[config.mk]
export PLATFORM = sky130hd
export DESIGN_NAME = uart_rx_fsmd
export DESIGN_NICKNAME = d
export VERILOG_FILES = /design/src/rtl/uart_rx_fsmd.sv
export SDC_FILE = /design/constraint.sdc
export NUM_CORES = 1
export LEC_CHECK = 0
export ABC_AREA = 0
export BUFFER_PORTS_ARGS = -buffer_cell sky130_fd_sc_hd__buf_2
export CAP_MARGIN = 20
export CORE_MARGIN = 4
export CORE_UTILIZATION = 55
export DETAILED_ROUTE_END_ITERATION = 10
export PLACE_DENSITY = 0.8
export SLEW_MARGIN = 20
export SYNTH_ARGS = -nofsm -noshare
export SYNTH_HDL_FRONTEND = slang
export SYNTH_SLANG_ARGS = --single-unit
[constraint.sdc]
create_clock -name clk -period 3.2 [get_ports clk]
set_input_delay 0.64 -clock clk [delete_from_list [all_inputs] [get_ports clk]]
set_output_delay 0.64 -clock clk [all_outputs]
set_load 0.02 [all_outputs]
[src/rtl/uart_rx_fsmd.sv]
// uart_rx_fsmd: oversampling UART receiver (start, LSB-first data, optional parity, stop); data_valid one clk after stop sample.
// No backpressure: each word is presented once with a one-cycle pulse. Define UART_RX_MAJORITY_EN for 3-sample majority voting.
module uart_rx_fsmd #(
    parameter int data_size           = 8,
    parameter int sampling_cntr_width = 4,
    parameter int parity_on           = 1,
    parameter int even_parity         = 1
) (
    input  logic                           clk,
    input  logic                           rst,
    input  logic                           Rx_s,
    input  logic [sampling_cntr_width-1:0] sampling_end_val,
    output logic [data_size-1:0]           Rx_data,
    output logic                           data_valid,
    output logic                           parity_err,
    output logic                           frame_err,
    output logic                           busy
);
    localparam int W  = sampling_cntr_width;
    localparam int IW = $clog2(data_size);
    localparam logic [W-1:0]  CNT_ONE  = W'(1);
    localparam logic [IW-1:0] IDX_ONE  = IW'(1);
    localparam logic [IW-1:0] IDX_LAST = IW'(data_size - 1);

    typedef enum logic [2:0] {IDLE, START, DATA, PARITY, STOP} state_t;

    state_t                state, nxt;
    logic                  rx_meta, rx_q, rx_prev;
    logic [W-1:0]          cnt, mid;
    logic [IW-1:0]         bit_idx;
    logic [data_size-1:0]  shift_reg;
    logic                  parity_bit, exp_parity, par_mismatch;
    logic                  fall, at_end, samp_now, bit_sample;

    assign mid    = sampling_end_val >> 1;
    assign at_end = (cnt == sampling_end_val);
    assign fall   = rx_prev & ~rx_q;

`ifdef UART_RX_MAJORITY_EN
    logic s_lo, s_mid;
    always_ff @(posedge clk or negedge rst) begin
        if (!rst) begin
            s_lo  <= 1'b1;
            s_mid <= 1'b1;
        end else begin
            if (cnt == mid - CNT_ONE) s_lo  <= rx_q;
            if (cnt == mid)           s_mid <= rx_q;
        end
    end
    // Decision taken one count late so the third vote is the live rx_q.
    assign samp_now   = (cnt == mid + CNT_ONE);
    assign bit_sample = (s_lo & s_mid) | (s_lo & rx_q) | (s_mid & rx_q);
`else
    assign samp_now   = (cnt == mid);
    assign bit_sample = rx_q;
`endif

    assign exp_parity   = (even_parity != 0) ? ^shift_reg : ~^shift_reg;
    assign par_mismatch = (parity_on != 0) ? (parity_bit != exp_parity) : 1'b0;

    always_ff @(posedge clk or negedge rst) begin
        if (!rst) state <= IDLE;
        else      state <= nxt;
    end

    always_comb begin
        nxt  = state;
        busy = (state != IDLE);
        case (state)
            IDLE:    if (fall) nxt = START;
            START: begin
                if (samp_now && bit_sample) nxt = IDLE;
                else if (at_end)            nxt = DATA;
            end
            DATA:    if (at_end && bit_idx == IDX_LAST) nxt = (parity_on != 0) ? PARITY : STOP;
            PARITY:  if (at_end) nxt = STOP;
            STOP:    if (samp_now) nxt = IDLE;
            default: nxt = IDLE;
        endcase
    end

    always_ff @(posedge clk or negedge rst) begin
        if (!rst) begin
            rx_meta    <= 1'b1;
            rx_q       <= 1'b1;
            rx_prev    <= 1'b1;
            cnt        <= '0;
            bit_idx    <= '0;
            shift_reg  <= '0;
            parity_bit <= 1'b0;
            Rx_data    <= '0;
            data_valid <= 1'b0;
            parity_err <= 1'b0;
            frame_err  <= 1'b0;
        end else begin
            rx_meta    <= Rx_s;
            rx_q       <= rx_meta;
            rx_prev    <= rx_q;
            data_valid <= 1'b0;

            if (state == IDLE || at_end) cnt <= '0;
            else                         cnt <= cnt + CNT_ONE;

            if (state == START)                  bit_idx <= '0;
            else if (state == DATA && at_end)    bit_idx <= bit_idx + IDX_ONE;

            if (state == DATA && samp_now)   shift_reg[bit_idx] <= bit_sample;
            if (state == PARITY && samp_now) parity_bit <= bit_sample;

            // Word is delivered even on error; flags hold until the next word.
            if (state == STOP && samp_now) begin
                Rx_data    <= shift_reg;
                parity_err <= par_mismatch;
                frame_err  <= ~bit_sample;
                data_valid <= 1'b1;
            end
        end
    end
endmodule

==> results.sh, run 1 <==
export IMPL_fin_skew_ns=0.00678
export IMPL_ant_nets=0
export IMPL_grt_pass1_wl_mm=4.51
export IMPL_yosys_area_share_simple=0.136
export IMPL_worstRegToRegCells=5
export IMPL_power_total_mw=1.11
export IMPL_dieHeight_um=61.8
export IMPL_worstSkewPairLatency_ns=0.33
export IMPL_cts_sinks=33
export IMPL_n_antenna_cell=0
export IMPL_cts_root_buffer="clkbuf_4"
export IMPL_crit_reg2reg_launch="cnt[2]"
export IMPL_cts_max_path_buffers=2
export IMPL_final_hold_viol_count=0
export IMPL_end_kind="output pin"
export IMPL_cap_violations=0
export IMPL_fmax_mhz=472
export IMPL_synth_xor_area_frac=0.0966
export IMPL_path_cells="or3_1 -> buf_2"
export IMPL_irDropWorstVdd_mv=0.578
export IMPL_setup_tns_ns=0
export IMPL_post_route_period_util=0.662
export IMPL_core_mm2=0.00276
export IMPL_ys_flop_type="dfrtp_1"
export IMPL_synth_seq_cells=33
export IMPL_slew_violations=0
export IMPL_area_delta_synth_final_pct=9.74
export IMPL_cts_resized=0
export IMPL_grt_overflow=0
export IMPL_synth_top_family_by_area="simple AND/OR/NAND/NOR gates"
export IMPL_htreeDepth=2
export IMPL_relSlewSlack=0.534
export IMPL_rsz0062_at_grt="no"
export IMPL_track_usage=0.162
export IMPL_grt_pass1_vias=1049
export IMPL_final_cells=187
export IMPL_place_inst=179
export IMPL_synthMuxAreaShare=0.120
export IMPL_hpwl_mm=2.01
export IMPL_reg2reg_to="Rx_data[0]"
export IMPL_setup_violations=0
export IMPL_layout_commonest_cell="dfrtp_1"
export IMPL_r2r_slack_ns=1.13
export IMPL_grt_max_degree=34
export IMPL_syn_num_nets=146
export IMPL_postLayoutCoreUtil=0.634
export IMPL_status="complete, no violations"
export IMPL_final_layout_size_suffix_gt1_frac=0.256
export IMPL_synth_cells=136
export IMPL_holdCritPathClass="primary input to async pin"
export IMPL_critPathRequiredTime_ns=2.56
export IMPL_cts_buffers=5
export IMPL_io_pins=19
export IMPL_worst_pin_slew_ns=0.699
export IMPL_cp_start_kind="register"
export IMPL_num_vias=1090
export IMPL_slowest_delay_ns=0.50
export IMPL_synth_distinct_cells=32
export IMPL_synth_adder_area_share=0.0236
export IMPL_clk_pin_slew_ns=0.10
export IMPL_synth_top_area_frac=0.471
export IMPL_final_cell_mix="dfrtp_1, buf_2, mux2_2"
export IMPL_synth_compound_area_share=0.0731
export IMPL_critPathArrivalTime_ns=1.48
export IMPL_dieArea_mm2=0.00382
export IMPL_async_flop_share=1.00
export IMPL_power_density_mw_per_mm2=633
export IMPL_p_leak_nw=0.879
export IMPL_num_nets_final=165
export IMPL_firstDrtPassIters=4
export IMPL_cts_setup_buffers=0
export IMPL_synth_area_top_cells="dfrtp_1, mux2_2, dfstp_2, mux2_1, xnor2_1"
export IMPL_fp_dieW_um=61.8
export IMPL_syn_area_mm2=0.00159
export IMPL_cts_hold_buf=0
export IMPL_synth_edf_count=0
export IMPL_cts_tree="built"
export IMPL_gp_congestion=0.774
export IMPL_port_buffers=18
export IMPL_yosysWarnings=0
export IMPL_antenna_found_initial=0
export IMPL_ys_seq_area_frac=0.521
export IMPL_cp_max_fo=11
export IMPL_row_count=19
export IMPL_first_iter_violations=30
export IMPL_synth_top_cell_by_area="dfrtp_1"
export IMPL_via_per_inst=5.83
export IMPL_crit_slowest_cell="dfrtp_1"
export IMPL_wl_per_cell_um=14.3
export IMPL_drc=0
export IMPL_avgSynthCellArea_um2=11.7
export IMPL_path_class="register to output pin"
export IMPL_finalCriticalPeriod_ns=2.12
export IMPL_start_util=0.578
export IMPL_routed_wl_mm=2.68
-- per-stage QoR --
step	hold WS (ns)	instance area, µm²	setup slack (ns)
finish	0.351	1750	1.08
global route	0.369	1750	1.02
CTS	0.362	1750	1.09
detailed placement	0.348	1700	0.820
global placement	0.349	1700	0.887
floorplan	0.344	1590	1.39
-- metal layers --
layer  vias to the layer above  share of wire  routed length (µm)  track usage
li1                        526              -                   -            -
met1                       529           0.43                1160        0.190
met2                        29           0.50                1350        0.283
met3                         6          0.052                 139       0.0496
met4                         0          0.014                  38       0.0545
met5                         -              0                   0            0
-- critical path, delay by kind of cell, from the launching register on --
kind	cells	cell delay (ns)
buf+inv	1	0.19
simple gates	1	0.47
flops	1	0.50
-- kinds of logic (layout without fill, tap and decap cells) --
kind of cell / after synthesis / after routing
XOR/XNOR: 16 / 16
adder cells (fa/ha/maj): 3 / 3
AND/OR/NAND/NOR: 38 / 38
buffers and inverters: 11 / 31
AO/OA/AOI/OAI: 18 / 18
flip-flops: 33 / 33
multiplexers: 17 / 17
-- Yosys cell counts (all sizes together), types with 2 or more instances --
cell,number
nand3,5
nand4,5
dfrtp,30
nor2b,2
a21oi,3
o221ai,3
or3,2
buf,3
nand4b,4
dfstp,3
xor2,6
o21ai,8
ha,3
nand2,5
nor2,9
xnor2,9
mux2,17
inv,4
clkbuf,4
-- report_power, final --
| group | switching (mW) | internal (mW) | leakage (nW) |
|---|---|---|---|
| clock network | 0.132 | 0.0836 | 0.0320 |
| logic | 0.186 | 0.144 | 0.406 |
| registers | 0.0869 | 0.475 | 0.440 |
-- worst max path at each step --
stage,startpoint,to,cells after the start
floorplan,sampling_end_val[3],Rx_data[0],5
global placement,sampling_end_val[3],Rx_data[0],6
detailed placement,sampling_end_val[3],Rx_data[0],6
CTS,state[2],busy,2
global route,cnt[2],Rx_data[3],5
finish,state[2],busy,2
-- layout make-up --
class | count | area [µm²]
clock buffers | 6 | 41.3
fillers | 213 | 1010
inverters | 4 | 15.0
well taps | 31 | 38.8
flip-flops and latches | 33 | 830
clock inverters | 2 | 10.0
multi-input cells | 92 | 716
repair buffers | 19 | 97.6
Note: power is estimated with default switching activity, not from simulation.
==> run 2, diff against run 1 <==
- clock period: 3.2 -> 2.2 ns (I/O delays scaled with it)
==> run 2 against run 1 <==
Effect of this change:
- register-to-register slack got worse by 0.70 ns
- sequential share of layout area fell by 0.20 points
- largest power group unchanged
- critical path depth unchanged
- via count up 0.73%
- non-clock buffer count is 1 higher
- highest routed layer unchanged
- core utilization increased by 0.27 points
- combinational power grew 43%
- wire length up 2.2%
==> results.sh, run 2 (synthesis results as in run 1) <==
export IMPL_start_util=0.578
export IMPL_n_antenna_cell=0
export IMPL_setup_violations=0
export IMPL_cts_max_path_buffers=2
export IMPL_rsz0062_at_grt="no"
export IMPL_routed_wl_mm=2.74
export IMPL_num_nets_final=166
export IMPL_cts_hold_buf=0
export IMPL_path_cells="or3_1 -> buf_2"
export IMPL_grt_max_degree=34
export IMPL_num_vias=1098
export IMPL_power_density_mw_per_mm2=917
export IMPL_via_per_inst=5.84
export IMPL_first_iter_violations=28
export IMPL_firstDrtPassIters=4
export IMPL_path_delay_family="flip-flops"
export IMPL_ant_nets=0
export IMPL_cts_root_buffer="clkbuf_4"
export IMPL_setup_tns_ns=0
export IMPL_post_route_period_util=0.849
export IMPL_slew_violations=0
export IMPL_postLayoutCoreUtil=0.637
export IMPL_slowest_delay_ns=0.49
export IMPL_dieArea_mm2=0.00382
export IMPL_cts_sinks=33
export IMPL_path_buf_inv=1
export IMPL_final_layout_size_suffix_gt1_frac=0.261
export IMPL_port_buffers=18
export IMPL_antenna_found_initial=0
export IMPL_fp_dieW_um=61.8
export IMPL_grt_overflow=0
export IMPL_cts_resized=0
export IMPL_cap_violations=0
export IMPL_crit_slowest_cell="dfrtp_1"
export IMPL_worstSkewPairLatency_ns=0.32
export IMPL_htreeDepth=2
export IMPL_worstRegToRegCells=4
export IMPL_layout_commonest_cell="dfrtp_1"
export IMPL_cts_buffers=5
export IMPL_path_class="register to output pin"
export IMPL_status="complete, no violations"
export IMPL_track_usage=0.170
export IMPL_finalCriticalPeriod_ns=1.87
export IMPL_clk_pin_slew_ns=0.10
export IMPL_path_depth=2
export IMPL_cp_start_kind="register"
export IMPL_cp_max_fo=11
export IMPL_row_count=19
export IMPL_wl_per_cell_um=14.6
export IMPL_grt_pass1_vias=1064
export IMPL_critPathRequiredTime_ns=1.76
export IMPL_final_hold_viol_count=0
export IMPL_io_pins=19
export IMPL_final_cell_mix="dfrtp_1, buf_2, mux2_2"
export IMPL_critPathArrivalTime_ns=1.43
export IMPL_holdCritPathClass="primary input to async pin"
export IMPL_hpwl_mm=2.00
export IMPL_fmax_mhz=536
export IMPL_p_leak_nw=0.883
export IMPL_cts_tree="built"
export IMPL_worst_pin_slew_ns=0.719
export IMPL_drc=0
export IMPL_fin_skew_ns=0.00666
export IMPL_irDropWorstVdd_mv=0.676
export IMPL_grt_pass1_wl_mm=4.65
export IMPL_gp_congestion=0.835
export IMPL_dieHeight_um=61.8
export IMPL_cts_setup_buffers=0
export IMPL_core_mm2=0.00276
export IMPL_area_delta_synth_final_pct=10.2
export IMPL_end_kind="output pin"
export IMPL_relSlewSlack=0.521
export IMPL_finalHoldWorstSlack_ns=0.159
run 2: changes by cell type in the layout (fill, tap and decap cells not counted):
cell | previous run | this run
buf_4 | 1 | 2
run 2: stage by stage:
stage	instance area [µm²]	power, mW	std cells	setup WS [ns]
after global placement	1700	1.28	180	0.407
after CTS	1760	1.62	188	0.315
after detailed placement	1700	1.30	180	0.370
after global routing	1760	1.72	188	0.239
after floorplan	1590	1.18	136	0.587
final	1760	1.61	188	0.333
run 2: worst paths after layout:
check | start | to | slack (ns)
worst max-delay path | state[2] | busy | 0.33
worst min-delay path | rst | bit_idx[0] | 0.16
worst max register to register | cnt[2] | state[0] | 0.43
worst min register to register | rx_meta | bit_sample | 0.36
max in group asynchronous | rst | parity_err | 1.58
min in group clk | Rx_s | rx_meta | 0.21
run 2: per-layer routing:
layer | routed length, µm | share of wire | vias up | global-route usage
met5 | 0 | 0 | - | 0
met2 | 1300 | 0.47 | 33 | 0.263
li1 | - | - | 529 | -
met1 | 1240 | 0.45 | 530 | 0.208
met4 | 58 | 0.021 | 0 | 0.0879
met3 | 140 | 0.051 | 6 | 0.0620
run 2: final cells by class:
type                       count  area (µm²)
timing repair buffer          20         105
clock buffer                   6        41.3
inverter                       4        15.0
multi-input combinational     92         716
tap                           31        38.8
sequential                    33         830
fill                         223        1000
clock inverter                 2        10.0
run 2: where the power goes:
part / total (mW) / switching, mW / internal [mW]
clock network: 0.316 / 0.194 / 0.122
registers: 0.820 / 0.130 / 0.691
logic: 0.473 / 0.266 / 0.207
total: 1.61 / 0.590 / 1.02
